==> src/rtl/trng_digitizer.sv <==
// -----------------------------------------------------------------------------
// trng_digitizer
//
// Producer side of the TRNG serial bit interface. The raw asynchronous entropy
// bit is synchronized, decimated by a programmable divider and optionally
// debiased with a von Neumann pair extractor. Every emitted bit is presented
// on digi_data_out together with a one-cycle digi_data_vld strobe, and a
// saturating 16-bit counter tracks how many bits have been emitted.
//
// Ports:
//   clk            in   sole clock, rising edge
//   rst            in   synchronous, active-high reset
//   ro_raw         in   raw entropy bit, asynchronous to clk
//   digi_en        in   block enable; low holds divider and debiaser idle
//   sample_div     in   sample period minus one (DIV_W bits)
//   vn_en          in   von Neumann debias enable
//   cnt_clr        in   synchronous clear of digi_bit_cnt (wins over counting)
//   digi_data_out  out  emitted bit; holds between strobes
//   digi_data_vld  out  one-cycle strobe qualifying digi_data_out
//   digi_bit_cnt   out  saturating count of emitted bits
// -----------------------------------------------------------------------------
module trng_digitizer #(
    parameter int SYNC_STAGES = 2,
    parameter int DIV_W       = 8
) (
    input  logic             clk,
    input  logic             rst,
    input  logic             ro_raw,
    input  logic             digi_en,
    input  logic [DIV_W-1:0] sample_div,
    input  logic             vn_en,
    input  logic             cnt_clr,
    output logic             digi_data_out,
    output logic             digi_data_vld,
    output logic [15:0]      digi_bit_cnt
);

    typedef enum logic [0:0] {
        ST_IDLE = 1'b0,
        ST_PAIR = 1'b1
    } vn_state_t;

    localparam logic [DIV_W-1:0] DIV_ONE  = DIV_W'(1);
    localparam logic [15:0]      CNT_MAX  = 16'hFFFF;
    localparam logic [15:0]      CNT_ONE  = 16'h0001;

    logic [SYNC_STAGES-1:0] r_sync;
    logic                   w_s_bit;
    logic [DIV_W-1:0]       r_div_cnt;
    logic                   w_smp;
    vn_state_t              r_state;
    vn_state_t              w_state_nxt;
    logic                   r_first;
    logic                   w_first_nxt;
    logic                   r_data_out;
    logic                   w_data_nxt;
    logic                   r_data_vld;
    logic                   w_vld_nxt;
    logic [15:0]            r_bit_cnt;

    assign w_s_bit = r_sync[SYNC_STAGES-1];

    // A >= compare (rather than ==) makes a shrinking sample_div strobe at
    // once instead of letting the counter run on to wrap-around.
    assign w_smp = digi_en & (r_div_cnt >= sample_div);

    // Synchronizer chain on the asynchronous entropy input; runs even when disabled.
    always_ff @(posedge clk) begin
        if (rst) begin
            r_sync <= '0;
        end else begin
            r_sync <= {r_sync[SYNC_STAGES-2:0], ro_raw};
        end
    end

    // Sample-rate divider: counts up to sample_div, restarts on each strobe.
    always_ff @(posedge clk) begin
        if (rst) begin
            r_div_cnt <= '0;
        end else if (!digi_en || w_smp) begin
            r_div_cnt <= '0;
        end else begin
            r_div_cnt <= r_div_cnt + DIV_ONE;
        end
    end

    // Next-state and emission decode for raw and von Neumann modes.
    always_comb begin
        w_state_nxt = r_state;
        w_first_nxt = r_first;
        w_data_nxt  = r_data_out;
        w_vld_nxt   = 1'b0;
        if (!digi_en || !vn_en) begin
            // Leaving VN mode (or disabling) drops any half pair so a stale
            // first bit can never be emitted later.
            w_state_nxt = ST_IDLE;
            if (w_smp && !vn_en) begin
                w_data_nxt = w_s_bit;
                w_vld_nxt  = 1'b1;
            end else begin
                w_vld_nxt  = 1'b0;
            end
        end else if (w_smp) begin
            case (r_state)
                ST_IDLE: begin
                    w_first_nxt = w_s_bit;
                    w_state_nxt = ST_PAIR;
                end
                ST_PAIR: begin
                    w_state_nxt = ST_IDLE;
                    // 01 -> 0, 10 -> 1, equal pairs are discarded.
                    if (r_first != w_s_bit) begin
                        w_data_nxt = r_first;
                        w_vld_nxt  = 1'b1;
                    end else begin
                        w_vld_nxt  = 1'b0;
                    end
                end
                default: begin
                    w_state_nxt = ST_IDLE;
                end
            endcase
        end else begin
            w_state_nxt = r_state;
        end
    end

    // Debiaser state, stored first bit and registered output stage.
    always_ff @(posedge clk) begin
        if (rst) begin
            r_state    <= ST_IDLE;
            r_first    <= 1'b0;
            r_data_out <= 1'b0;
            r_data_vld <= 1'b0;
        end else begin
            r_state    <= w_state_nxt;
            r_first    <= w_first_nxt;
            r_data_out <= w_data_nxt;
            r_data_vld <= w_vld_nxt;
        end
    end

    // Saturating emitted-bit counter; a clear in a strobe cycle drops that bit.
    always_ff @(posedge clk) begin
        if (rst) begin
            r_bit_cnt <= 16'h0000;
        end else if (cnt_clr) begin
            r_bit_cnt <= 16'h0000;
        end else if (r_data_vld && (r_bit_cnt != CNT_MAX)) begin
            r_bit_cnt <= r_bit_cnt + CNT_ONE;
        end else begin
            r_bit_cnt <= r_bit_cnt;
        end
    end

    assign digi_data_out = r_data_out;
    assign digi_data_vld = r_data_vld;
    assign digi_bit_cnt  = r_bit_cnt;

endmodule

==> config.mk <==
export PLATFORM = sky130hd
export DESIGN_NAME = trng_digitizer
export DESIGN_NICKNAME = d
export VERILOG_FILES = /design/src/rtl/trng_digitizer.sv
export SDC_FILE = /design/constraint.sdc
export NUM_CORES = 1
export LEC_CHECK = 0
export ABC_CLOCK_PERIOD_IN_PS = 2500
export CORE_ASPECT_RATIO = 1.5
export CORE_MARGIN = 2
export CORE_UTILIZATION = 50
export DETAILED_ROUTE_END_ITERATION = 10
export PLACE_DENSITY = 0.86
export SLEW_MARGIN = 20
export SYNTH_ARGS = -nofsm -noshare
export SYNTH_HDL_FRONTEND = slang
export SYNTH_SLANG_ARGS = --single-unit
==> constraint.sdc <==
create_clock -name clk -period 2.5 [get_ports clk]
set_input_delay 0.5 -clock clk [delete_from_list [all_inputs] [get_ports clk]]
set_output_delay 0.5 -clock clk [all_outputs]
set_load 0.02 [all_outputs]
* After elaboration in Yosys (flattened, before gate mapping) *
Cells that the tools add are included.

word-level totals
  bits in registers = 30
  bits in latches = 0
  bits in writable memories = 0
  bits in read-only memories = 0
  input port bits = 14
  output and inout bits = 18
  word-level logic and storage cells = 41
  memories kept = 0

operators by class
  add/sub/neg operators = 2
  $mul = 0
  divide/modulo/power cells = 0
  order comparisons = 1
  equal/unequal tests = 3
  shifts and indexed selects = 0
  muxes and demuxes = 11
  bitwise logic cells = 3
  reductions and logical operators = 14

operators by type and width
  kind                                                                     count
  16-bit by 1-bit adder with 16-bit output, second input constant          1
  16-bit inequality test, second input constant                            1
  1-bit 2-to-1 mux                                                         10
  8-bit by 1-bit adder with 8-bit output, second input constant            1
  8-bit >= comparator                                                      1
  2-bit nonzero test                                                       3
  2-bit OR reduction                                                       3
  4-bit AND reduction                                                      1
  3-bit AND reduction                                                      1
  1-bit logical AND                                                        2
  1-bit logical NOT                                                        2
  1-bit logical OR                                                         2
  2-bit by 1-bit inequality test with 1-bit output, second input constant  1
  1-bit NOT                                                                2
  1-bit one-hot mux with 2 select lines                                    1
  1-bit AND                                                                1
  1-bit inequality test                                                    1

* Logic depth before layout (Yosys ltp) *
  depth after elaboration = 5
  depth in mapped cells = 7

* Least setup slack after synthesis *
Ideal clock, no wire load.

  kind = input-to-reg
  from = in sample_div[2]
  to = reg r_first
  arrival = 1.832 ns
  slack = 0.598 ns
  stages = 7
  buffers on the path = 0
  path through = inv_1 ha_1 nand2_1 o21ai_1 a41oi_2 or4b_1 a21oi_1

on the way
  longest elaborated chain between the ends = 3

ends and longest elaborated chain
  what                                  RTL line  RTL
  start, declared                       30        input logic [DIV_W-1:0] sample_div,
  8-bit >= comparator                   65        assign w_smp = digi_en & (r_div_cnt >= sample_div);
  1-bit AND                             65
  3-bit AND reduction (no source line)  n/a
  end signal, assigned                  137       r_first <= w_first_nxt;
  end, declared                         53        logic r_first;

No other way between the ends.
A chain may end at the register's enable or synchronous reset.

* Worst setup path in the final report *
  from = in sample_div[2]
  to = reg r_div_cnt[5]

on the way
  longest elaborated chain between the ends = 4

ends and longest elaborated chain
  what                                 RTL line  RTL
  8-bit >= comparator                  65
  1-bit AND                            65
  1-bit logical OR                     80        end else if (!digi_en || w_smp) begin
  2-bit OR reduction (no source line)  n/a
  end signal, assigned                 83        r_div_cnt <= r_div_cnt + DIV_ONE;
  end, declared                        49        logic [DIV_W-1:0] r_div_cnt;

No other way between the ends.

==> metrics.log <==
[metrics] CTS tree: done
[metrics] clock insertion delay at the later pin of the skew report: 0.28 ns
[metrics] sequential area share after synthesis: between 40% and 50%
[metrics] Antenna diodes: 0
[metrics] post-CTS resize count: 0
[metrics] number of CTS-inserted buffers: 5
[metrics] Worst VDD drop: roughly 0.49 mV
[metrics] Cell Int Power: roughly 730 µW
[metrics] starting utilization of the core area: about half
[metrics] global route overflow: 0
[metrics] path type of the worst setup path: in2reg
[metrics] Rel. slew slack: around two thirds
[metrics] static leakage: 0.7320 nW
[metrics] worst min path class: reg2reg
[metrics] Slew Limit Fails: 0
[metrics] result of the run: finished, final reports clean
[metrics] shortest period the worst path allows: 2.257 ns
[metrics] Hold Worst Slack: roughly 0.44 ns
[metrics] detailed-route wire length: 3000 µm
[metrics] detailed-router iteration count before antenna repair: 4
[metrics] Die X: just under 50 µm
[metrics] Gate power share: between 5 and 6%
[metrics] CTS clock-pin slew for the worst setup and hold paths: about 0.060 ns
[metrics] Avg WL per Cell: between 10 and 15 µm
[metrics] DRC violations left: 0
[metrics] largest fanout on the critical path: 8
[metrics] count of endpoints failing setup in the final report: 0
[metrics] GR Util All Layers: between 10% and 20%
[metrics] final cycle utilization of the critical path: between 90% and 100%
[metrics] relative contribution of sequential cells to total power: 52.1%
[metrics] Main synth FF type: dfxtp_1
[metrics] post-synthesis cell count: approximately 170
[metrics] count of input and output buffers: 31
[metrics] cts hold-fix bufs: 0
[metrics] fraction of final layout cells sized beyond drive strength 1: ~4.8%
[metrics] H-Tree Depth: 2
[metrics] DP Wirelength: approximately 2200 µm
[metrics] mean instance size in the synthesized netlist: around 8.5 µm²
[metrics] top-level I/O count: 32
[metrics] Routed Antenna Nets: 0
[metrics] mapped cell area: around 0.0015 mm²
[metrics] fraction of power spent switching nets: a little over a fifth
[metrics] Post-Route Skew: around 0.0022 ns
[metrics] antenna violations before repair: 0
[metrics] required time of the worst setup path: approximately 2.7 ns
[metrics] vias: approximately 1300
[metrics] count of final hold-check violations: 0
[metrics] Core Rows: 24
[metrics] nets@finish: 233
[metrics] cell type contributing the most total cell area after synthesis: dfxtp_1
[metrics] critical path data arrival time: about 2.5 ns
[metrics] startpoint type of the worst setup path: input port
[metrics] critical path endpoint category: flip-flop
[metrics] number of distinct library cell variants in the gate-level netlist after synthesis: 33
[metrics] number of global-route vias before repair: roughly 1300
[metrics] share of async-settable or async-resettable flops after synthesis: 0%
[metrics] number of design-rule violations left by the first detailed-router iteration: 17
[metrics] number of flops mapped to enable cells by yosys: 0
[metrics] fraction of synthesized cell area taken by the top area cell type: a little over 40%
[metrics] Clock Sinks: 30
[metrics] setup repair after global routing missed its margin: no
[metrics] total number of yosys warnings: 0
[metrics] largest cells by area after synthesis: dfxtp_1, ha_1, nor2_1
[metrics] power density over the cells: roughly 480 mW/mm²
[metrics] DIE AREA: about 0.0034 mm²
[metrics] buffer count from post-CTS setup fixing: 0
[metrics] total net switching power: a little under 200 µW
[metrics] Synth Register Bits: 30
[metrics] P&R area growth vs syn: 29.51%
[metrics] count of placed standard cells including taps: approximately 240
[metrics] maximum clock path buffer count: 2
[metrics] syn_nets: around 200
[metrics] Clk pwr share: ~43%
[metrics] area of the core region: slightly below 0.003 mm²
[metrics] Die Span Y: roughly 71 µm
[metrics] post-DR vias/cell: between 5 and 6
[metrics] wire length of the first global-routing pass: 5375 µm
[metrics] fillers: 250
[metrics] Achievable Freq: 443.2 MHz
[metrics] transition time of the tightest slew-check pin: around 0.49 ns
[metrics] Routability Congestion: 0.7938
[metrics] max-capacitance violation count: 0
[metrics] total power draw: approximately 930 µW
[metrics] largest net degree at the start of global routing: 17
[metrics] number of standard cells in the layout, taps in and fillers out: ~250
[metrics] root buf cell: clkbuf_8
through the flow:
step	setup slack, ns	util [%]	area [µm²]	setup TNS, ns
final	0.2435	66.67	1922	0
after CTS	0.2442	66.67	1922	0
after detailed placement	-0.04778	63.50	1831	-0.2390
after global routing	0.09657	66.67	1922	0
after floorplan	0.5979	-	1484	0
after global placement	0.03580	63.50	1831	0
cells in the final DEF (no fill, tap or decap), types with 3 or more instances in the layout:
cell             instances
and3_1                   5
dfxtp_1                 30
inv_1                   10
o21ai_0                  4
xor2_1                   7
nor4_1                   3
a21oi_1                  5
mux2i_1                  3
nor2_1                  29
nor3_1                   9
clkbuf_8                 6
nor2b_1                  4
ha_1                    10
nand3_1                 12
xnor2_1                  9
clkdlybuf4s50_1         31
nand2_1                 10
logic make-up (layout without fill, tap and decap cells):
| family | Yosys count | after routing | synth area share (%) |
|---|---|---|---|
| AO/OA/AOI/OAI | 19 | 19 | 8.347 |
| XOR/XNOR | 16 | 16 | 9.444 |
| adder cells (fa/ha/maj) | 10 | 10 | 8.432 |
| buffers and inverters | 13 | 49 | 3.373 |
| flip-flops | 30 | 30 | 40.47 |
| multiplexers | 3 | 3 | 2.024 |
| AND/OR/NAND/NOR | 83 | 83 | 27.91 |
cells in the mapped netlist (2+ instances only):
cell type	count
nand2_1	10
nand3_1	12
ha_1	10
nor2b_1	4
nor3_1	9
mux2i_1	3
inv_1	10
o21ai_0	4
o21ai_1	2
nor2_1	29
a21oi_1	5
a211oi_1	2
o211ai_1	2
dfxtp_1	30
and3_1	5
and4_1	2
nor4_1	3
clkbuf_1	2
xor2_1	7
or3_1	2
xnor2_1	9
power by group through the flow:
| stage | clock network [mW] | logic (mW) | registers, mW |
|---|---|---|---|
| floorplan | 0 | 0.0231 | 0.494 |
| global placement | 0 | 0.0491 | 0.494 |
| detailed placement | 0 | 0.0508 | 0.494 |
| CTS | 0.408 | 0.0510 | 0.483 |
| global route | 0.423 | 0.0565 | 0.484 |
| finish | 0.395 | 0.0501 | 0.483 |
layer usage:
| metal | part of all wire (%) | track usage (%) | routed length, µm | vias to the layer above |
|---|---|---|---|---|
| met2 | 52 | 36.57 | 1574 | 37 |
| met4 | 2.3 | 10.48 | 69 | 0 |
| met3 | 5.8 | 5.063 | 174 | 7 |
| met1 | 39 | 20.24 | 1181 | 616 |
| li1 | - | - | - | 671 |
| met5 | 0 | 0 | 0 | - |
state kept, by name (all words and copies together) (netlist names):
name and cells:
r_div_cnt 8, r_sync 2, digi_data_out 1, r_first 1, digi_bit_cnt 16, digi_data_vld 1
r_state 1
worst paths after layout:
path	from	end	slack (ns)	cells past startpoint
setup reg to reg	r_div_cnt[2]	r_div_cnt[5]	0.55	6
hold / removal	r_sync[0]	r_sync[1]	0.44	1
hold reg to reg	r_sync[0]	r_sync[1]	0.44	1
setup / recovery	sample_div[2]	r_div_cnt[5]	0.24	8
critical path, stage by stage:
cell,delay [ns]
clkdlybuf4s50_1,0.45
inv_1,0.04
ha_1,0.30
a211oi_1,0.24
o21ai_1,0.13
a41oi_2,0.39
nand2_1,0.26
nor2_1,0.15
cell type report:
class	instances	area, µm²	area share (%)
clock buffers	7	86.33	4.492
inverters	10	37.54	1.953
clock inverters	1	5.005	0.2604
flip-flops and latches	30	600.6	31.25
well taps	39	48.80	2.539
multi-input cells	131	833.3	43.36
repair buffers	31	310.3	16.15
No activity file was read; power rests on OpenSTA's default activity.
